**config.mk**
```make
export PLATFORM = sky130hd
export DESIGN_NAME = wave_gen_top
export DESIGN_NICKNAME = d
export VERILOG_FILES = /design/src/rtl/wave_gen_top.sv
export SDC_FILE = /design/constraint.sdc
export NUM_CORES = 1
export LEC_CHECK = 0
export CAP_MARGIN = 40
export CORE_MARGIN = 1.5
export CORE_UTILIZATION = 60
export CTS_BUF_LIST = sky130_fd_sc_hd__clkbuf_4 sky130_fd_sc_hd__clkbuf_8
export CTS_CLUSTER_DIAMETER = 120
export DETAILED_ROUTE_END_ITERATION = 8
export GPL_TIMING_DRIVEN = 1
export PLACE_DENSITY = 0.86
export SETUP_SLACK_MARGIN = 0.5
export SYNTH_ARGS = -nofsm -noshare
export SYNTH_HDL_FRONTEND = slang
export SYNTH_SLANG_ARGS = --single-unit
```
**constraint.sdc**
```tcl
create_clock -name clk -period 6.5 [get_ports clk]
set_input_delay 0.975 -clock clk [delete_from_list [all_inputs] [get_ports clk]]
set_output_delay 0.975 -clock clk [all_outputs]
set_load 0.01 [all_outputs]
```
**src/rtl/wave_gen_top.sv**
```systemverilog
// Waveform generator for a 10-bit R-2R DAC: a divided phase counter indexes
// sawtooth/triangle/sine/square generators, and the result is registered onto the board pins.
module wave_gen_top #(
   parameter int SAMPLE_DIV = 4
) (
   input  logic       clk,
   input  logic       rst,
   input  logic [3:0] selector,
   output logic       _9b,
   output logic       _6a,
   output logic       _4a,
   output logic       _2a,
   output logic       _0a,
   output logic       _5a,
   output logic       _3b,
   output logic       _49a,
   output logic       _45a,
   output logic       _48b
);

   localparam int DIV_W = (SAMPLE_DIV > 1) ? $clog2(SAMPLE_DIV) : 1;
   localparam logic [DIV_W-1:0] DIV_LAST = DIV_W'(SAMPLE_DIV - 1);

   // First quarter of round(511.5 + 511.5*sin(2*pi*n/256)), n = 0..64
   localparam logic [9:0] Q_ROM [0:64] = '{
      10'd512,  10'd524,  10'd537,  10'd549,  10'd562,  10'd574,  10'd587,  10'd599,
      10'd611,  10'd624,  10'd636,  10'd648,  10'd660,  10'd672,  10'd684,  10'd696,
      10'd707,  10'd719,  10'd730,  10'd741,  10'd753,  10'd764,  10'd774,  10'd785,
      10'd796,  10'd806,  10'd816,  10'd826,  10'd836,  10'd846,  10'd855,  10'd864,
      10'd873,  10'd882,  10'd890,  10'd899,  10'd907,  10'd915,  10'd922,  10'd930,
      10'd937,  10'd944,  10'd950,  10'd957,  10'd963,  10'd968,  10'd974,  10'd979,
      10'd984,  10'd989,  10'd993,  10'd997,  10'd1001, 10'd1004, 10'd1008, 10'd1011,
      10'd1013, 10'd1015, 10'd1017, 10'd1019, 10'd1021, 10'd1022, 10'd1022, 10'd1023,
      10'd1023
   };

   logic [DIV_W-1:0] r_div;
   logic [7:0]       r_phase;
   logic [9:0]       r_dac;
   logic [6:0]       w_q_idx;
   logic [9:0]       w_q;
   logic [9:0]       w_sine;
   logic [9:0]       w_wave;

   always_ff @(posedge clk or posedge rst) begin
      if (rst) begin
         r_div   <= '0;
         r_phase <= '0;
         r_dac   <= '0;
      end else begin
         if (r_div == DIV_LAST) begin
            r_div   <= '0;
            r_phase <= r_phase + 8'd1;
         end else begin
            r_div <= r_div + 1'b1;
         end
         r_dac <= w_wave;
      end
   end

   // Fold the phase onto the quarter-wave table
   always_comb begin
      w_q_idx = 7'd0;
      if (r_phase <= 8'd64)
         w_q_idx = r_phase[6:0];
      else if (r_phase < 8'd128)
         w_q_idx = 7'(8'd128 - r_phase);
      else if (r_phase <= 8'd192)
         w_q_idx = 7'(r_phase - 8'd128);
      else
         w_q_idx = 7'(9'd256 - {1'b0, r_phase});
   end

   assign w_q = Q_ROM[w_q_idx];

   // n=128 is the one rounding tie where 1023-q(0) would give 511 instead of 512
   always_comb begin
      w_sine = 10'd512;
      if (r_phase < 8'd128)
         w_sine = w_q;
      else if (r_phase != 8'd128)
         w_sine = 10'd1023 - w_q;
   end

   always_comb begin
      w_wave = 10'd512;
      case (selector)
         4'b0001: w_wave = {r_phase, 2'b00};
         4'b0010: w_wave = r_phase[7] ? {~r_phase[6:0], 3'b000} : {r_phase[6:0], 3'b000};
         4'b0100: w_wave = w_sine;
         4'b1000: w_wave = r_phase[7] ? 10'd0 : 10'd1023;
         default: w_wave = 10'd512;
      endcase
   end

   assign {_9b, _6a, _4a, _2a, _0a, _5a, _3b, _49a, _45a, _48b} = r_dac;

endmodule

```
==> flow_summary.ini, run 1 <==
[routing]
antenna_left = 0
wire_per_inst_um = 18.06
met1_length_um = 2436
num_vias = 2192
drtIter0Drc = 304
top_layer = met4
drt_pre_antenna_iters = 6
drcViolationCount = 0
wl_met3_um = 548
wl_um = 5724
avgViaCountPerCell = 6.915
wl_met2_um = 2616

[sta]
report.final.slew_viol_count = 0
max-slew-margin-rel = 0.4233
min_period_ns = 4.274
hold_viol_final = 0
finalSetupTns_ns = 0
fin_skew_ns = 0.004061
worstMarginPinSlew_ns = 0.8649
post-route-period-util = 0.6575
max_freq_ghz = 0.2340
setup_viol = 0
rsz0062_at_grt = no

[setup_path]
critPathCaptureType = flop
crit_arrival_ns = 4.45
cp-start-kind = flop
critPathMaxFanout = 17
crit_type = flop to flop
required_ns = 6.68

[floorplan]
initial_core_util = 0.6463
io_pins = 16
core_mm2 = 0.003442
die_width_um = 63.89
die_y_um = 63.89
rows = 21
dieArea_mm2 = 0.004082

[yosys]
post_synth_num_cell_types = 61
synth_area_mm2 = 0.002225
ys_ff_latch = 20
synthFlopType = dfrtp_1
synth_edf_count = 0
syn-num-nets = 295
synthArstFlopShare = 1.000
seq_area_frac_synth = 0.2250
postSynthAreaPerCell_um2 = 8.209
synth_warnings = 0
synthCells = 271

[finish]
final_common_cell = a21oi_1
num_antenna_cells = 0
mostFrequentLayoutCells = 21 x a21oi_1, 20 x nor2_1, 20 x dfrtp_1, 18 x ha_1, 17 x o21ai_0
drive_above_1_share = 0.08856
layoutNonFillerInstCount = 317
final_nets = 297
nFillCells = 280
area_growth_pct = 7.255

[power_and_ir_drop]
ir_drop_mv = 0.1385
p_leak_uw = 0.0009960
power_density_mw_per_mm2 = 95.17
power_uw = 227.1

[global_route]
antenna_found_initial = 0
grt_usage = 0.2933
grt.overflow.total = 0
grt_first_pass_wirelength_um = 9542
grt_max_degree = 22
grt_pass1_vias = 1949

[placed_design]
dp_hpwl_um = 4165
place_inst = 314
routabilityCongestion = 0.8974
numPortBuffers = 15

[clocking]
cts_buffers = 3
post_cts_buffers = 0
cts-resized-gates = 0
cts-htree-levels = 1
cts_root_buf = clkbuf_8
clk_latency_ns = 0.26
holdBufCountCts = 0
clk_path_buf_depth = 2
path_clk_slew_ns = 0.07
cts_sinks = 20
cts_tree = done

[min_path]
min_path_type = flop to flop

[run_status]
status = completed

[flow_run]
maxCapViolCount = 0
[flip-flops by register name, summed over array words and instances (netlist names)]
signal   flops
r_dac       10
r_div        2
r_phase      8
[metrics by stage]
stage               setup WS, ns  hold slack (ns)  utilization  cell area, um2
floorplan                  2.559           0.4031            -            2225
global placement           2.451           0.4195       0.6798            2340
detailed placement         2.323           0.4287       0.6812            2345
CTS                        2.308           0.4381       0.6932            2386
global route               1.960           0.4477       0.6932            2386
finish                     2.226           0.4365       0.6932            2386
[critical path: stages (launching register included)]
cell,delay [ns]
dfrtp_1,0.76
inv_1,0.20
ha_1,0.35
nor4b_2,0.21
a311oi_1,0.38
mux2_2,0.46
ha_1,0.40
nor3_1,0.29
a21oi_1,0.08
mux4_2,0.49
a221oi_1,0.38
nand2_1,0.09
o211ai_1,0.10
[power breakdown]
| part | internal, uW | switching (uW) | total, uW |
|---|---|---|---|
| sequential | 127 | 0.615 | 128 |
| clock | 41.3 | 36.7 | 78.0 |
| combinational | 10.8 | 10.6 | 21.5 |
| total | 179 | 48.0 | 227 |
[per-layer routing]
layer / GRT usage / vias to the layer above
li1: - / 1027
met1: 0.4147 / 1008
met2: 0.4714 / 138
met3: 0.03697 / 19
met4: 0.07880 / 0
met5: 0 / -
[kinds of logic after synthesis]
kind of cell / count (synthesis) / synth area share
compound gates: 94 / 0.2919
simple gates: 84 / 0.2148
buf+inv: 35 / 0.07367
flops: 20 / 0.2250
fa+ha+maj: 18 / 0.1012
xor+xnor: 15 / 0.05906
mux: 5 / 0.03431
[cells in the mapped netlist, drive strengths merged (7+ instances only)]
library cell,instances,area share
nand2,13,0.025
a21oi,21,0.047
ha,18,0.10
buf,13,0.037
clkbuf,9,0.015
a221oi,8,0.031
inv,13,0.022
nor2,21,0.037
xor2,7,0.028
o21ai,18,0.042
nor3,8,0.018
xnor2,8,0.031
dfrtp,20,0.22
[worst paths after layout]
| path | start | end | slack, ns | cells past startpoint |
|---|---|---|---|---|
| worst max-delay path | r_phase[0]$_DFFE_PP0P_ | r_dac[4]$_DFF_PP0_ | 2.23 | 12 |
| worst min-delay path | r_div[0]$_DFF_PP0_ | r_div[0]$_DFF_PP0_ | 0.44 | 1 |
| worst max register to register | r_phase[0]$_DFFE_PP0P_ | r_dac[4]$_DFF_PP0_ | 2.23 | 12 |
| worst min register to register | r_div[0]$_DFF_PP0_ | r_div[0]$_DFF_PP0_ | 0.44 | 1 |
| max in group asynchronous | rst | r_div[0]$_DFF_PP0_ | 4.89 | 2 |
| min in group asynchronous | rst | r_dac[3]$_DFF_PP0_ | 1.15 | 2 |
[layout make-up]
| cell class | instances | area, um2 | area share |
|---|---|---|---|
| tap | 46 | 57.56 | 0.02412 |
| sequential | 20 | 500.5 | 0.2098 |
| timing repair buffer | 19 | 177.7 | 0.07446 |
| multi-input combinational | 216 | 1560 | 0.6539 |
| inverter | 13 | 48.80 | 0.02045 |
| clock buffer | 3 | 41.29 | 0.01730 |
No activity file was read; power rests on OpenSTA's default activity.
==> inputs of run 2 (changes only) <==
--- a/config.mk
+++ b/config.mk
@@ -7,12 +7,12 @@
 export LEC_CHECK = 0
 export CAP_MARGIN = 40
 export CORE_MARGIN = 1.5
-export CORE_UTILIZATION = 60
+export CORE_UTILIZATION = 55
 export CTS_BUF_LIST = sky130_fd_sc_hd__clkbuf_4 sky130_fd_sc_hd__clkbuf_8
 export CTS_CLUSTER_DIAMETER = 120
 export DETAILED_ROUTE_END_ITERATION = 8
 export GPL_TIMING_DRIVEN = 1
-export PLACE_DENSITY = 0.86
+export PLACE_DENSITY = 0.83
 export SETUP_SLACK_MARGIN = 0.5
 export SYNTH_ARGS = -nofsm -noshare
 export SYNTH_HDL_FRONTEND = slang
==> constraint.sdc (replaced) <==
create_clock -name clk -period 3.9 [get_ports clk]
set_input_delay 0.585 -clock clk [delete_from_list [all_inputs] [get_ports clk]]
set_output_delay 0.585 -clock clk [all_outputs]
set_load 0.01 [all_outputs]
==> flow_summary.ini, run 2 (synthesis gave the netlist of run 1 again) <==
[sta]
worstMarginPinSlew_ns = 0.7668
finalSetupTns_ns = 0
rsz0062_at_grt = no
setup_viol = 0
fin_skew_ns = 0.002274
report.final.slew_viol_count = 0
max_freq_ghz = 0.3003
hold_viol_final = 0
min_period_ns = 3.330
post-route-period-util = 0.8540
max-slew-margin-rel = 0.4882
fin_hold_ws_ns = 0.4385

[run_status]
status = completed

[setup_path]
critPathMaxFanout = 7
cp_cell_sequence = ha_1, or2_2, a311oi_4, mux2_4, ha_4, nor3_4, a21o_1, mux4_2, a221oi_2, o211ai_1
critical-path-top-delay-family = compound AO/OA/AOI/OAI gates
cp-start-kind = flop
regToRegSetupSlack_ns = 0.57
max_stage_delay_ns = 0.47
cpMaxStageDelayCell = mux4_2
path_depth = 10
r2r_start = r_phase[6]$_DFFE_PP0P_
crit_path_end = r_dac[4]$_DFF_PP0_
crit_type = flop to flop
crit_arrival_ns = 3.45
r2r-end = r_dac[4]$_DFF_PP0_
rr_worst_depth = 10
critPathCaptureType = flop
critPathLaunch = r_phase[6]$_DFFE_PP0P_
required_ns = 4.02
path_buf_inv = 0

[global_route]
grt_pass1_vias = 1906
grt_max_degree = 21
grt_usage = 0.2889
grt.overflow.total = 0
grt_first_pass_wirelength_um = 9825
antenna_found_initial = 0

[clocking]
cts_buffers = 3
cts_sinks = 20
path_clk_slew_ns = 0.07
clk_path_buf_depth = 2
cts-htree-levels = 1
cts_tree = done
cts_root_buf = clkbuf_8
holdBufCountCts = 0
clk_latency_ns = 0.26

[finish]
largest_registers = r_dac x10, r_phase x8, r_div x2
design_area_mm2 = 0.002585
num_antenna_cells = 0
final_nets = 310
area_growth_pct = 16.20
largest_reg_flops = 10
drive_above_1_share = 0.1754
mostFrequentLayoutCells = 21 x a21oi_1, 20 x nor2_1, 18 x dfrtp_1, 16 x o21ai_0, 16 x buf_4
final_common_cell = a21oi_1
regMostFlops = r_dac

[routing]
antenna_left = 0
wl_met2_um = 2848
wire_per_inst_um = 18.04
met1_length_um = 2579
drcViolationCount = 0
top_layer = met4
avgViaCountPerCell = 6.685
wl_met3_um = 518
drt_pre_antenna_iters = 5
num_vias = 2226
wl_um = 6007
drtIter0Drc = 294

[floorplan]
die_width_um = 66.60
core_mm2 = 0.003771
io_pins = 16
die_y_um = 66.60
initial_core_util = 0.5899
dieArea_mm2 = 0.004436
rows = 22

[min_path]
holdCritStartpoint = r_div[0]$_DFF_PP0_
min_path_type = flop to flop
whs_path_depth = 1

[placed_design]
numPortBuffers = 15
dp_hpwl_um = 4266
routabilityCongestion = 0.9520
dpl_cell_area_mm2 = 0.002459

[power_and_ir_drop]
p_leak_uw = 0.001077
ir_drop_mv = 0.2019
power_density_mw_per_mm2 = 152.5

[flow_run]
maxCapViolCount = 0
run 2: how the worst min path moves through the flow:
| stage | endpoint | slack, ns |
|---|---|---|
| 5_1_grt | r_div[0]$_DFF_PP0_ | 0.45 |
| 6_report | r_div[0]$_DFF_PP0_ | 0.44 |
| 4_1_cts | r_div[0]$_DFF_PP0_ | 0.44 |
| 2_1_floorplan | r_div[0]$_DFF_PP0_ | 0.40 |
| 3_5_place_dp | r_div[0]$_DFF_PP0_ | 0.42 |
| 3_3_place_gp | r_div[0]$_DFF_PP0_ | 0.42 |
run 2: routing by layer:
metal / vias to the layer above / GRT usage
li1: 1047 / -
met1: 1056 / 0.4094
met2: 114 / 0.4638
met3: 9 / 0.05236
met4: 0 / 0.04847
met5: - / 0
run 2: area by class of cell:
type / count / area [um2]
multi-input combinational: 216 / 1644
tap: 48 / 60.06
fill: 322 / 1186
sequential: 20 / 503.0
clock buffer: 4 / 48.80
timing repair buffer: 32 / 275.3
inverter: 13 / 53.80
run 2: repair_timing:
action / CTS / global route
setup buffers: 0 / 6
gates resized for setup: 1 / 7
pin swaps: 0 / 4
setup endpoints to repair: 2 / 7
run 2: where the power goes:
group          switching [uW]  total [uW]  internal [uW]
clock network            66.1         146           79.7
registers                1.39         213            211
logic                    17.5        35.7           18.2
total                    85.0         394            309
run 2: stage by stage:
step,worst slack (ns),std cells,total power (uW),utilization
after detailed placement,0.4895,322,252.3,0.6520
after global placement,0.5275,322,251.0,0.6520
after CTS,0.5182,326,397.9,0.6659
after floorplan,0.5515,271,232.4,-
final,0.5695,333,394.3,0.6855
after global routing,0.4867,333,411.2,0.6855
==> inputs of run 3 (changes only) <==
--- a/config.mk
+++ b/config.mk
@@ -5,7 +5,7 @@
 export SDC_FILE = /design/constraint.sdc
 export NUM_CORES = 1
 export LEC_CHECK = 0
-export CAP_MARGIN = 40
+export CAP_MARGIN = 20
 export CORE_MARGIN = 1.5
 export CORE_UTILIZATION = 55
 export CTS_BUF_LIST = sky130_fd_sc_hd__clkbuf_4 sky130_fd_sc_hd__clkbuf_8
==> flow_summary.ini, run 3 (synthesis gave the netlist of run 1 again) <==
[power_and_ir_drop]
ir_drop_mv = 0.2009
p_leak_uw = 0.001073
power_density_mw_per_mm2 = 152.7

[finish]
nFillCells = 324
final_nets = 309
final_util = 0.6841
regMostFlops = r_dac
mostFrequentLayoutCells = 21 x a21oi_1, 20 x nor2_1, 18 x dfrtp_1, 16 x o21ai_0, 16 x buf_4
largest_registers = r_dac x10, r_phase x8, r_div x2
largest_reg_flops = 10
drive_above_1_share = 0.1725
area_growth_pct = 15.97
final_common_cell = a21oi_1
num_antenna_cells = 0

[sta]
min_period_ns = 3.331
max_freq_ghz = 0.3002
fin_skew_ns = 0.001417
finalSetupTns_ns = 0
max-slew-margin-rel = 0.3773
rsz0062_at_grt = no
report.final.slew_viol_count = 0
worstMarginPinSlew_ns = 0.9210
post-route-period-util = 0.8542
setup_viol = 0
hold_viol_final = 0

[global_route]
grt.overflow.total = 0
antenna_found_initial = 0
grt_pass1_vias = 1906
grt_usage = 0.2889
grt_max_degree = 21
grt_first_pass_wirelength_um = 9825

[setup_path]
path_buf_inv = 0
critPathMaxFanout = 7
path_depth = 10
cp_cell_sequence = ha_1, or2_2, a311oi_4, mux2_4, ha_4, nor3_4, a21o_1, mux4_2, a221oi_2, o211ai_1
critPathCaptureType = flop
required_ns = 4.02
cp-start-kind = flop
cpMaxStageDelayCell = mux4_2
max_stage_delay_ns = 0.47
critical-path-top-delay-family = compound AO/OA/AOI/OAI gates
crit_type = flop to flop
rr_worst_depth = 10
crit_arrival_ns = 3.45

[routing]
wl_um = 5956
drtIter0Drc = 291
drcViolationCount = 0
drt_pre_antenna_iters = 5
num_vias = 2224
antenna_left = 0
wire_per_inst_um = 17.94
avgViaCountPerCell = 6.699

[floorplan]
core_mm2 = 0.003771
dieArea_mm2 = 0.004436
rows = 22
initial_core_util = 0.5899
die_width_um = 66.60
io_pins = 16
die_y_um = 66.60

[clocking]
clk_path_buf_depth = 2
cts_tree = done
cts_buffers = 3
clk_latency_ns = 0.26
cts_root_buf = clkbuf_8
cts-htree-levels = 1
path_clk_slew_ns = 0.07
cts_sinks = 20

[min_path]
whs_path_depth = 1
min_path_type = flop to flop

[run_status]
status = completed

[placed_design]
numPortBuffers = 15
dp_hpwl_um = 4266
routabilityCongestion = 0.9520

[flow_run]
maxCapViolCount = 0
run 3: cell type report:
class	instances	area, um2	area share
multi-input combinational	216	1644	0.6372
timing repair buffer	31	270.3	0.1048
inverter	13	53.80	0.02085
tap	48	60.06	0.02328
sequential	20	503.0	0.1950
clock buffer	4	48.80	0.01891
run 3: path summary, 6_finish.rpt:
path	from	endpoint	slack, ns
setup / recovery	r_phase[6]$_DFFE_PP0P_	r_dac[4]$_DFF_PP0_	0.57
hold / removal	r_div[0]$_DFF_PP0_	r_div[0]$_DFF_PP0_	0.44
setup reg to reg	r_phase[6]$_DFFE_PP0P_	r_dac[4]$_DFF_PP0_	0.57
hold reg to reg	r_div[0]$_DFF_PP0_	r_div[0]$_DFF_PP0_	0.44
max in group asynchronous	rst	r_phase[0]$_DFFE_PP0P_	2.61
min in group asynchronous	rst	r_dac[7]$_DFF_PP0_	0.76
run 3: per-layer routing:
layer | GRT usage | vias to the layer above | part of all wire
met3 | 0.05236 | 12 | 0.082
met4 | 0.04847 | 0 | 0.013
li1 | - | 1045 | -
met2 | 0.4638 | 125 | 0.47
met5 | 0 | - | 0
met1 | 0.4094 | 1042 | 0.43
run 3: worst register-to-register path, delay by kind of cell (launching register included):
kind | cells | cell delay (ns)
adders and majority gates | 2 | 0.55
and+or+nand+nor | 2 | 0.35
AOI/OAI and AO/OA | 4 | 0.99
DFF | 1 | 0.45
muxes | 2 | 0.86
run 3: metrics by stage:
stage               setup WS [ns]  power [uW]  cell area (um2)  instances  hold WS (ns)
finish                     0.5687       394.0             2580        332        0.4381
global route               0.4867       410.9             2580        332        0.4525
CTS                        0.5182       397.9             2511        326        0.4354
detailed placement         0.4895       252.3             2459        322        0.4245
global placement           0.5275       251.0             2459        322        0.4157
floorplan                  0.5515       232.4             2315        271        0.4031
run 3: where the power goes:
group	switching (uW)	total (uW)	leakage [uW]	internal [uW]
registers	1.38	213	0.000254	211
clock network	66.1	146	0.0000262	79.7
logic	17.3	35.3	0.000793	18.0
total	84.9	394	0.00107	309
run 3: timing repair:
action | 4_1_cts | 5_1_grt
hold endpoints to repair | 0 | 0
hold buffers | 0 | 0
buffers inserted | 0 | 6
endpoints found under the setup margin | 2 | 7
resized for setup | 1 | 7
pin swaps | 0 | 4
